### config.mk
export PLATFORM = sky130hd
export DESIGN_NAME = core_wishbone_master
export DESIGN_NICKNAME = d
export VERILOG_FILES = /design/src/rtl/core_wishbone_master_pkg.sv /design/src/rtl/core_wishbone_master.sv
export SDC_FILE = /design/constraint.sdc
export NUM_CORES = 1
export LEC_CHECK = 0
export CORE_MARGIN = 4
export CORE_UTILIZATION = 41
export DETAILED_ROUTE_END_ITERATION = 12
export PLACE_DENSITY = 0.84
export SYNTH_ARGS = -nofsm -noshare
export SYNTH_HDL_FRONTEND = slang
export SYNTH_SLANG_ARGS = --single-unit
### constraint.sdc
create_clock -name clk -period 4.2 [get_ports clk]
set_input_delay 0.84 -clock clk [delete_from_list [all_inputs] [get_ports clk]]
set_output_delay 0.84 -clock clk [all_outputs]
set_load 0.02 [all_outputs]
### src/rtl/core_wishbone_master_pkg.sv
// Shared definitions for the core-side Wishbone master: state encoding and
// the value returned for reads that never complete on the bus.
package core_wishbone_master_pkg;

    typedef logic [1:0] state_t;

    localparam state_t STATE_IDLE = 2'b00;
    localparam state_t STATE_BUS  = 2'b01;
    localparam state_t STATE_DONE = 2'b10;

    // Same value the memory controller returns for unmapped reads.
    localparam logic [31:0] BUS_ERROR_DATA = 32'hFFFF_FFFF;

endpackage

### src/rtl/core_wishbone_master.sv
// Turns a held core memory request into one classic Wishbone cycle, with a
// timeout so a missing slave cannot hang the core.
module core_wishbone_master
    import core_wishbone_master_pkg::*;
#(
    parameter logic [3:0]  ADDRESS_PREFIX = 4'b0001,
    parameter int unsigned TIMEOUT_CYCLES = 255
) (
    input  logic        clk,
    input  logic        rst,
    input  logic [27:0] wbAddress,
    input  logic [3:0]  wbByteSelect,
    input  logic        wbWriteEnable,
    input  logic        wbReadEnable,
    input  logic [31:0] wbDataWrite,
    output logic [31:0] wbDataRead,
    output logic        wbBusy,
    output logic        wb_cyc_o,
    output logic        wb_stb_o,
    output logic        wb_we_o,
    output logic [3:0]  wb_sel_o,
    output logic [31:0] wb_adr_o,
    output logic [31:0] wb_data_o,
    input  logic [31:0] wb_data_i,
    input  logic        wb_ack_i,
    output logic        timeoutError
);

    localparam int unsigned   CW         = $clog2(TIMEOUT_CYCLES + 1);
    localparam logic [CW-1:0] LAST_COUNT = CW'(TIMEOUT_CYCLES - 1);

    state_t        state_q, state_d;
    logic [CW-1:0] count_q, count_d;

    logic        cyc_q, cyc_d;
    logic        we_q, we_d;
    logic [3:0]  sel_q, sel_d;
    logic [31:0] adr_q, adr_d;
    logic [31:0] wdata_q, wdata_d;
    logic [31:0] rdata_q, rdata_d;
    logic        timeout_q, timeout_d;

    logic request;
    logic ack_done;
    logic timeout_done;

    assign request      = wbReadEnable | wbWriteEnable;
    assign ack_done     = (state_q == STATE_BUS) && wb_ack_i;
    // Ack wins over an expiring counter on the same cycle.
    assign timeout_done = (state_q == STATE_BUS) && !wb_ack_i && (count_q == LAST_COUNT);
    assign wbBusy       = request && (state_q != STATE_DONE);

    always_ff @(posedge clk or posedge rst) begin
        if (rst) begin
            state_q <= STATE_IDLE;
            count_q <= '0;
        end else begin
            state_q <= state_d;
            count_q <= count_d;
        end
    end

    always_comb begin
        state_d = state_q;
        count_d = count_q;
        case (state_q)
            STATE_IDLE: begin
                if (request) begin
                    state_d = STATE_BUS;
                    count_d = '0;
                end
            end
            STATE_BUS: begin
                if (ack_done || timeout_done) begin
                    state_d = STATE_DONE;
                end else begin
                    count_d = count_q + CW'(1);
                end
            end
            STATE_DONE: state_d = STATE_IDLE;
            default:    state_d = STATE_IDLE;
        endcase
    end

    // Bus-side fields are captured only when a cycle starts and held afterwards.
    always_comb begin
        cyc_d     = cyc_q;
        we_d      = we_q;
        sel_d     = sel_q;
        adr_d     = adr_q;
        wdata_d   = wdata_q;
        rdata_d   = rdata_q;
        timeout_d = 1'b0;
        if ((state_q == STATE_IDLE) && request) begin
            cyc_d   = 1'b1;
            we_d    = wbWriteEnable;
            sel_d   = wbByteSelect;
            adr_d   = {ADDRESS_PREFIX, wbAddress};
            wdata_d = wbDataWrite;
        end else if (ack_done) begin
            cyc_d = 1'b0;
            if (!we_q) begin
                rdata_d = wb_data_i;
            end
        end else if (timeout_done) begin
            cyc_d     = 1'b0;
            timeout_d = 1'b1;
            if (!we_q) begin
                rdata_d = BUS_ERROR_DATA;
            end
        end
    end

    always_ff @(posedge clk or posedge rst) begin
        if (rst) begin
            cyc_q     <= 1'b0;
            we_q      <= 1'b0;
            sel_q     <= '0;
            adr_q     <= '0;
            wdata_q   <= '0;
            rdata_q   <= '0;
            timeout_q <= 1'b0;
        end else begin
            cyc_q     <= cyc_d;
            we_q      <= we_d;
            sel_q     <= sel_d;
            adr_q     <= adr_d;
            wdata_q   <= wdata_d;
            rdata_q   <= rdata_d;
            timeout_q <= timeout_d;
        end
    end

    assign wb_cyc_o     = cyc_q;
    assign wb_stb_o     = cyc_q;
    assign wb_we_o      = we_q;
    assign wb_sel_o     = sel_q;
    assign wb_adr_o     = adr_q;
    assign wb_data_o    = wdata_q;
    assign wbDataRead   = rdata_q;
    assign timeoutError = timeout_q;

endmodule

Yosys cells after proc, flatten, opt, wreduce, memory -nomap -nowiden
Cells that the tools add are included.
{"block": "op_classes", "bitwise_logic": 2, "reduce_logical": 14, "addsub": 1, "n_eq_ne": 8, "n_mux": 16}
{"op": "$mux 32", "n": 4}
{"op": "$mux 8", "n": 2}
{"op": "$pmux 8 s2", "n": 1}
{"op": "$ne 2x2->1 const B", "n": 5}
{"op": "$add 8x1->8 const B", "n": 1}
{"op": "$eq 8x8->1 const B", "n": 1}
{"op": "$mux 1", "n": 6}
{"op": "$logic_and 1x1->1", "n": 5}
{"op": "$mux 2", "n": 2}
{"op": "$pmux 2 s2", "n": 1}
{"op": "$reduce_and 4->1", "n": 1}
{"op": "$reduce_bool 2->1", "n": 2}
{"op": "$reduce_and 3->1", "n": 1}
{"op": "$reduce_bool 3->1", "n": 1}
{"op": "$eq 2x1->1 const B", "n": 1}
{"op": "$logic_not 2->1", "n": 1}
{"op": "$ne 2x1->1 const B", "n": 1}
{"op": "$reduce_and 2->1", "n": 1}
{"op": "$logic_not 1->1", "n": 1}
{"op": "$logic_or 1x1->1", "n": 1}
{"op": "$not 1->1", "n": 1}
{"op": "$or 1x1->1", "n": 1}
{"block": "totals", "regBits": 110, "inputBits": 101, "wordCells": 50, "output_inout_bits": 105}

Longest topological paths before layout
Gate-level depths: netlist of the first run.
{"block": "depth", "depth_word": 6, "mapped_depth": 7, "ltp_nobuf": 6}

Least setup slack after synthesis of the first run
Ideal clock, no wire load.
{"block": "synth_path", "path_kind": "input to output", "from": "input wbWriteEnable", "to": "output wbBusy", "path_buffers": 0, "stages": 2, "t_arrival_ns": 1.248, "slack_ns": 2.112, "required_ns": 3.360, "cell_sequence": "nor2_1 -> a21oi_1"}
{"block": "synth_between", "elab_chain_len": 2}
{"element": "start: declaration", "line": "core_wishbone_master.sv:13", "rtl": "input logic wbWriteEnable,"}
{"element": "$or 1x1->1", "line": "core_wishbone_master.sv:47", "rtl": "assign request = wbReadEnable | wbWriteEnable;"}
{"element": "$logic_and 1x1->1", "line": "core_wishbone_master.sv:51", "rtl": "assign wbBusy = request && (state_q != STATE_DONE);"}
{"element": "end: declaration", "line": "core_wishbone_master.sv:17", "rtl": "output logic wbBusy,"}
No other way between the ends.

Worst setup path in the final report of the first run
Same ends and word-level chain as after synthesis.

==> flow_summary.yaml, run 1 <==
run_status:
  status: "finished clean"
timing:
  rsz0062_at_grt: "no"
  maxClockFrequency_mhz: 326
  setup-violations-final: 0
  fin_setup_tns_ps: 0
  skew_ps: 19.0
  relSlewSlack: 0.257
  period_share: 0.730
  worst_slew_pin_slew_ps: 1110
  finalHoldViolCount: 0
  final_max_slew_viol_count: 0
  min_period_ps: 3070
route:
  viasPerCell: 4.95
  drtIter0Drc: 95
  vias: 3096
  avgRoutedWirePerCell_um: 16.9
  wl_um: 10600
  antenna_left: 0
  post-route-drc-count: 0
  drt_first_pass_iters: 4
setup_path:
  crit_chain: "clkdlybuf4s50_1 > nor2_1 > a21oi_1 > clkdlybuf4s50_1"
  slowest_delay_ps: 550
  crit_path_end_kind: "primary output"
  crit_top_cell: "clkdlybuf4s50_1"
  worst_ep_arrival_time_ps: 2230
  required_ps: 3360
  slowest_stage: "clkdlybuf4s50_1"
  crit_family: "buffers and inverters"
  cp_max_fo: 4
  startpoint_type: "primary input"
  worst-path-buf-inv: 2
  critical_path_class: "in -> out"
floorplan:
  row_count: 37
  start_util: 0.418
  dieArea_um2: 12100
  die_x_um: 110
  die_h_um: 110
  core_area_um2: 10200
  ioPinCount: 206
layout:
  multi_input_area_um2: 1410
  final_area_um2: 6620
  finalCoreUtilization: 0.647
  area_delta_synth_final_pct: 54.8
  drive_gt1_frac: 0.192
  layout.nets: 587
  regArea_um2: 2750
  nFillCells: 791
  diodes: 0
placement:
  io_buffers: 202
  gp_congestion: 0.807
  dpl_cell_area_um2: 6410
  dp_hpwl_um: 7940
logic_synthesis:
  yosysSeqAreaShare: 0.644
  yosys_warnings: 0
  synthCells: 284
  synth_edf_count: 0
  syn-cell-area_um2: 4280
  synth_seq_cells: 110
  avgSynthCellArea_um2: 15.1
  ys_async_sr_fraction: 1.00
  synth_cell_type_count: 40
  ys_dominant_reg_cell: "dfrtp_1"
clock_network:
  clkLatencyLatePin_ps: 360
  cts-root-buf: "clkbuf_8"
  cts_max_level: 3
  clk_pin_slew_ps: 100
  numClockSinks: 110
  postCtsSetupBuffers: 0
  ctsResizeCount: 0
  clockBufferDepth: 2
  holdBufCountCts: 0
  cts_tree: "yes"
  numCtsBuffers: 9
flow_run:
  cap_violations: 0
global_routing:
  track_usage: 0.169
  grt_pass1_vias: 3318
  grt_max_degree: 77
  grt_pass1_wl_um: 15900
  grt-ovfl-total: 0
  grt_antenna_before_repair: 0
power:
  power_mw: 5.13
  p_per_area_nw_per_um2: 776
  ir_worst_vdd_mv: 0.418
  p_leak_nw: 2.69
min_path:
  hp-class: "reg -> reg"
==> power breakdown <==
part | leakage, nW | total (mW) | switching [mW] | internal [mW]
Sequential | 1.28 | 1.85 | 0.293 | 1.55
Combinational | 1.30 | 2.62 | 1.22 | 1.40
Clock | 0.105 | 0.663 | 0.362 | 0.302
==> area by class of cell <==
| cell class | count | area share |
|---|---|---|
| Timing Repair Buffer | 205 | 0.311 |
| Clock buffer | 10 | 0.0208 |
| Multi-Input combinational cell | 153 | 0.212 |
| Inverter | 5 | 0.00321 |
| Sequential cell | 110 | 0.416 |
| Clock inverter | 6 | 0.0113 |
| Tap cell | 136 | 0.0257 |
==> synth_stat cells, types with 2 or more instances <==
cell      count  area share
a21o_1        2      0.0035
a21oi_1       5      0.0059
and3_1        2      0.0029
buf_2         6      0.0070
buf_4         8       0.014
clkbuf_1      3      0.0026
dfrtp_1     110        0.64
ha_1          2      0.0059
inv_1         5      0.0044
mux2_2       66        0.17
nand2_1       5      0.0044
nand3_1       3      0.0035
nor2_1        8      0.0070
o21ai_0       2      0.0023
o22a_1       32       0.066
==> worst paths after layout <==
kind,from,endpoint,slack (ps),cells after the start
setup reg to reg,count_q[0]$_DFFE_PP0P_,wbDataRead[13]$_DFFE_PP0P_,1880,6
setup / recovery,wbWriteEnable,wbBusy,1130,4
hold reg to reg,wbDataRead[19]$_DFFE_PP0P_,wbDataRead[19]$_DFFE_PP0P_,490,1
min in group asynchronous,rst,wb_adr_o[22]$_DFFE_PP0P_,840,2
max in group asynchronous,rst,wb_sel_o[1]$_DFFE_PP0P_,2630,3
hold / removal,wbDataRead[19]$_DFFE_PP0P_,wbDataRead[19]$_DFFE_PP0P_,490,1
==> kinds of logic after synthesis <==
group / Yosys count / synth area share
xor gates and xnor gates: 1 / 0.00205
muxes: 67 / 0.176
adders and majority gates: 2 / 0.00585
DFF: 110 / 0.644
and+or+nand+nor: 32 / 0.0462
AOI/OAI and AO/OA: 48 / 0.0942
other: 1 / 0.000877
buffers and inverters: 23 / 0.0307
==> sequential cells by signal, summed over array words and instances (netlist names) <==
signal,count
timeoutError,1
wb_adr_o,29
wb_we_o,1
wb_sel_o,4
state_q,2
wb_cyc_o,1
wbDataRead,32
wb_data_o,32
count_q,8
==> metal layers <==
| layer | routed length, µm | vias to the layer above | part of all wire | track usage |
|---|---|---|---|---|
| li1 | - | 1422 | - | - |
| met1 | 4040 | 1536 | 0.38 | 0.186 |
| met2 | 5500 | 123 | 0.52 | 0.308 |
| met3 | 876 | 15 | 0.083 | 0.0565 |
| met4 | 152 | 0 | 0.014 | 0.0510 |
| met5 | 0 | - | 0 | 0 |
==> through the flow <==
step                hold WS [ps]  cells  worst slack (ps)
floorplan                    488    286               458
global placement             464    609              1170
detailed placement           477    609              1140
CTS                          502    625              1140
global route                 521    625              1080
finish                       494    625              1130
==> placed cells by master, fill, tap and decap left out, drive strengths merged, types with 2 or more instances in the layout <==
master         instances
buf                    3
mux2                  66
o21ai                  2
clkbuf                10
dfrtp                110
a21o                   3
inv                    8
conb                   3
and3                   2
o22a                  32
nor3                   3
nand3                  3
clkdlybuf4s50        202
o221ai                 2
a21oi                  5
nand2                  5
ha                     2
nor2                   8
No activity file was read; power rests on OpenSTA's default activity.
==> inputs of run 2 (changes only) <==
--- a/config.mk
+++ b/config.mk
@@ -6,9 +6,9 @@
 export NUM_CORES = 1
 export LEC_CHECK = 0
 export CORE_MARGIN = 4
-export CORE_UTILIZATION = 41
+export CORE_UTILIZATION = 37
 export DETAILED_ROUTE_END_ITERATION = 12
-export PLACE_DENSITY = 0.84
+export PLACE_DENSITY = 0.8
 export SYNTH_ARGS = -nofsm -noshare
 export SYNTH_HDL_FRONTEND = slang
 export SYNTH_SLANG_ARGS = --single-unit
==> constraint.sdc (replaced) <==
create_clock -name clk -period 2.75 [get_ports clk]
set_input_delay 0.55 -clock clk [delete_from_list [all_inputs] [get_ports clk]]
set_output_delay 0.55 -clock clk [all_outputs]
set_load 0.02 [all_outputs]
==> flow_summary.yaml, run 2 (same netlist as run 1, synthesis figures left out) <==
run_status:
  status: "finished clean"
placement:
  io_buffers: 202
  dpl_cell_area_um2: 6470
  gp_congestion: 0.776
  pre_cts_ws_ps: 270
  dpl.cell_count: 616
  dp_hpwl_um: 8040
global_routing:
  grt_antenna_before_repair: 0
  grt_pass1_wl_um: 16900
  grt_max_degree: 46
  grt-ovfl-total: 0
  grt_pass1_vias: 3362
  track_usage: 0.160
timing:
  setup-violations-final: 0
  maxClockFrequency_mhz: 405
  worst_slew_pin_slew_ps: 1120
  rsz0062_at_grt: "no"
  period_share: 0.899
  final_max_slew_viol_count: 0
  min_period_ps: 2470
  finalHoldViolCount: 0
  whs_ps: 495
  fin_ws_ps: 278
  relSlewSlack: 0.253
  skew_ps: 8.49
  fin_setup_tns_ps: 0
clock_network:
  clkLatencyLatePin_ps: 340
  cts_max_level: 3
  clockBufferDepth: 2
  cts_tree: "yes"
  numCtsBuffers: 9
  numClockSinks: 110
  ctsResizeCount: 0
  clk_pin_slew_ps: 80
  postCtsSetupBuffers: 0
  holdBufCountCts: 0
  cts-root-buf: "clkbuf_16"
layout:
  multi_input_area_um2: 1410
  layout.nets: 590
  nFillCells: 898
  finalCoreUtilization: 0.611
  drive_gt1_frac: 0.197
  regArea_um2: 2750
  final_cell_mix: "202 x clkdlybuf4s50_1, 110 x dfrtp_1, 66 x mux2_2, 32 x o22a_1, 9 x clkbuf_16"
  diodes: 0
  area_delta_synth_final_pct: 58.4
  final_area_um2: 6770
  final_common_cell: "clkdlybuf4s50_1"
  finalNonFillerCells: 632
power:
  p_per_area_nw_per_um2: 1200
  ir_worst_vdd_mv: 0.567
  power_mw: 8.14
  p_leak_nw: 2.74
floorplan:
  dieArea_um2: 13300
  ioPinCount: 206
  die_h_um: 115
  row_count: 38
  start_util: 0.386
  die_x_um: 115
  core_area_um2: 11100
min_path:
  hold_start: "wbDataRead[12]$_DFFE_PP0P_"
  hp-class: "reg -> reg"
route:
  drt_first_pass_iters: 4
  antenna_left: 0
  wl_um: 10600
  post-route-drc-count: 0
  drtIter0Drc: 105
  viasPerCell: 4.92
  avgRoutedWirePerCell_um: 16.7
  vias: 3109
setup_path:
  required_ps: 2200
  cp_max_fo: 4
  worst_ep_arrival_time_ps: 1920
  critical_path_class: "in -> out"
  startpoint: "wbWriteEnable"
  crit-reg2reg-launch: "count_q[0]$_DFFE_PP0P_"
  crit_path_end_kind: "primary output"
  startpoint_type: "primary input"
flow_run:
  cap_violations: 0
## run 2: cell type report
type / instances / share of cell area
clock inverters: 7 / 0.0109
clock buffers: 9 / 0.0333
repair buffers: 208 / 0.313
inverters: 5 / 0.00333
multi-input cells: 153 / 0.208
flip-flops and latches: 110 / 0.407
well taps: 140 / 0.0259
## run 2: where the power goes
part	switching [mW]	internal [mW]	leakage (nW)
Clock	0.641	0.646	0.141
Combinational	1.87	2.18	1.33
Sequential	0.433	2.38	1.28
## run 2: path summary, 6_finish.rpt
check | slack (ps) | depth (start not counted) | end
min in group asynchronous | 530 | 2 | wb_data_o[22]$_DFFE_PP0P_
worst max-delay path | 280 | 4 | wbBusy
worst min register to register | 490 | 1 | wbDataRead[12]$_DFFE_PP0P_
worst min-delay path | 490 | 1 | wbDataRead[12]$_DFFE_PP0P_
max in group asynchronous | 1640 | 3 | wb_we_o$_DFFE_PP0P_
worst max register to register | 410 | 6 | wbDataRead[19]$_DFFE_PP0P_
## run 2: routing by layer
metal  global-route usage  vias to the layer above  routed length [µm]
li1                     -                     1436                   -
met1                0.196                     1524                4040
met2                0.265                      136                5230
met3               0.0554                       13                1150
met4               0.0532                        0                 165
met5                    0                        -                   0
## run 2: worst max-delay path: stages
cell,delay [ps]
clkdlybuf4s50_1,420
nor2_1,320
a21oi_1,80
clkdlybuf4s50_1,560
==> patch (config.mk and constraints of run 1) <==
`adr_q`, `wdata_q` and `rdata_q` no longer have a reset.
--- a/src/rtl/core_wishbone_master.sv
+++ b/src/rtl/core_wishbone_master.sv
@@ -116,19 +116,19 @@
             cyc_q     <= 1'b0;
             we_q      <= 1'b0;
             sel_q     <= '0;
-            adr_q     <= '0;
-            wdata_q   <= '0;
-            rdata_q   <= '0;
             timeout_q <= 1'b0;
         end else begin
             cyc_q     <= cyc_d;
             we_q      <= we_d;
             sel_q     <= sel_d;
-            adr_q     <= adr_d;
-            wdata_q   <= wdata_d;
-            rdata_q   <= rdata_d;
             timeout_q <= timeout_d;
         end
+    end
+
+    always_ff @(posedge clk) begin
+        adr_q   <= adr_d;
+        wdata_q <= wdata_d;
+        rdata_q <= rdata_d;
     end
 
     assign wb_cyc_o     = cyc_q;
Function: changed (Yosys sat finds a counterexample within 4 cycles, from zero or initial values and one cycle with rst high).
==> patch against run 1 <==
Setup slack worse by 37 ps. Synthesized cell count is 22% lower. Sequential cell count decreased by 1. Area after synthesis fell by 11%. Routed wire length shrank 4.5%. Via count decreased by 16%. Design area fell by 7.0%. Worst hold slack worse by 4.0 ps. Critical path type unchanged. Highest routed layer unchanged.
Power is not compared: it rests on default switching activity, and its combinational part moved more than twofold at a synthesized area within 25%.
==> patch: results <==
<?xml version="1.0" encoding="UTF-8"?>
<metrics>
  <group name="run_status">
    <metric name="status" unit="">completed</metric>
  </group>
  <group name="yosys">
    <metric name="synth_top_cells_by_count" unit="">92 x sky130_fd_sc_hd__edfxtp_1, 32 x sky130_fd_sc_hd__or2_2, 19 x sky130_fd_sc_hd__nand2_1</metric>
    <metric name="synth.mux.area_fraction" unit="%">0</metric>
    <metric name="yosys-top-cells-area" unit="">sky130_fd_sc_hd__edfxtp_1 72%, sky130_fd_sc_hd__dfrtp_1 11%, sky130_fd_sc_hd__or2_2 5.2%</metric>
    <metric name="post_synth_xor_area_fraction" unit="%">0.229</metric>
    <metric name="yosysUniqueCellTypes" unit="">33</metric>
    <metric name="sequential_cell_area_fraction_in_the_yosys_report" unit="%">83.3</metric>
    <metric name="synth_fa_ha_area_share" unit="%">0.654</metric>
    <metric name="async_reset_ff_share" unit="%">15.6</metric>
    <metric name="ys_dominant_reg_cell" unit="">sky130_fd_sc_hd__edfxtp_1</metric>
  </group>
  <group name="placed_design">
    <metric name="port_buffers" unit="">201</metric>
    <metric name="detailedPlace.worstSlack" unit="ps">1030</metric>
    <metric name="place.detailed.hpwl" unit="µm">7730</metric>
    <metric name="finalWeightedCongestion" unit="">0.799</metric>
  </group>
  <group name="critical_path">
    <metric name="max_stage_delay" unit="ps">650</metric>
    <metric name="timing.critical_path.fanout_max" unit="">2</metric>
  </group>
  <group name="drt">
    <metric name="routedWlPerCell" unit="µm">18.7</metric>
    <metric name="post_drt_via_cell_ratio" unit="">4.83</metric>
    <metric name="drtIter0Drc" unit="">102</metric>
  </group>
  <group name="finish">
    <metric name="nNetsFinal" unit="">531</metric>
    <metric name="drive_above_1_share" unit="%">12.2</metric>
  </group>
  <group name="grt">
    <metric name="grt_first_pass_wirelength" unit="µm">15300</metric>
    <metric name="grt_max_degree" unit="">37</metric>
    <metric name="gr-usage-all-layers" unit="%">18.0</metric>
    <metric name="grt_pass1_vias" unit="">2765</metric>
  </group>
  <group name="timing">
    <metric name="final.setup_skew" unit="ps">14.1</metric>
  </group>
</metrics>
## patch: changes by cell type after synthesis, moves of 3 or more
cell,delta
sky130_fd_sc_hd__o22a_1,-32
sky130_fd_sc_hd__a21oi_1,-3
sky130_fd_sc_hd__edfxtp_1,+92
sky130_fd_sc_hd__buf_2,-5
sky130_fd_sc_hd__nor2_1,-3
sky130_fd_sc_hd__nand3_1,+4
sky130_fd_sc_hd__or2_2,+31
sky130_fd_sc_hd__nand2_1,+14
sky130_fd_sc_hd__o21ai_0,+4
sky130_fd_sc_hd__mux2_2,-66
sky130_fd_sc_hd__dfrtp_1,-93
## patch: final cells by class
class / instances / area (µm²)
tap: 108 / 135
multi-input combinational: 98 / 566
clock inverter: 5 / 82.6
inverter: 7 / 28.8
clock buffer: 11 / 131
fill: 609 / 2730
timing repair buffer: 203 / 2030
sequential: 109 / 3190
## patch: worst register-to-register path, stage by stage (launching register included)
cell	delay [ps]
sky130_fd_sc_hd__dfrtp_1	410
sky130_fd_sc_hd__or3_1	550
sky130_fd_sc_hd__inv_4	400
sky130_fd_sc_hd__buf_4	500
## patch: path summary, 6_finish.rpt
path	from	to	slack, ps	cells after the start
hold reg to reg	wb_sel_o[3]	wb_sel_o[3]	490	2
setup / recovery	wbWriteEnable	wbBusy	1100	4
hold / removal	wb_sel_o[3]	wb_sel_o[3]	490	2
setup reg to reg	state_q[0]	wb_adr_o[21]	1980	3
max in group asynchronous	rst	count_q[4]	2890	2
min in group asynchronous	rst	wb_sel_o[3]	880	2
## patch: cells by family (layout without fill, tap and decap cells)
group | count (synthesis) | in the layout
AOI/OAI and AO/OA | 18 | 18
adders and majority gates | 2 | 2
other | 2 | 4
buffers and inverters | 17 | 226
DFF | 109 | 109
and+or+nand+nor | 73 | 73
xor gates and xnor gates | 1 | 1
## patch: layer usage
metal  track usage, %  part of all wire, %  vias up
met5                0                    0        -
met4             5.44                  1.5        0
met3             5.55                  8.9       15
met2             32.9                   53      140
met1             20.2                   36     1262
li1                 -                    -     1198
## patch: where the power goes
group / leakage, µW / internal [µW] / switching (µW) / total [µW]
clock network: 0.000108 / 340 / 341 / 682
logic: 0.00105 / 498 / 637 / 1130
registers: 0.00106 / 1490 / 94.5 / 1580
## patch: stage by stage
step / utilization, % / instances / hold WS [ps] / instance area (µm²)
CTS: 69.3 / 541 / 492 / 6160
detailed placement: 66.9 / 525 / 466 / 5940
global route: 69.3 / 541 / 527 / 6160
floorplan: - / 224 / 491 / 3840
global placement: 66.9 / 525 / 467 / 5940
finish: 69.3 / 541 / 490 / 6160
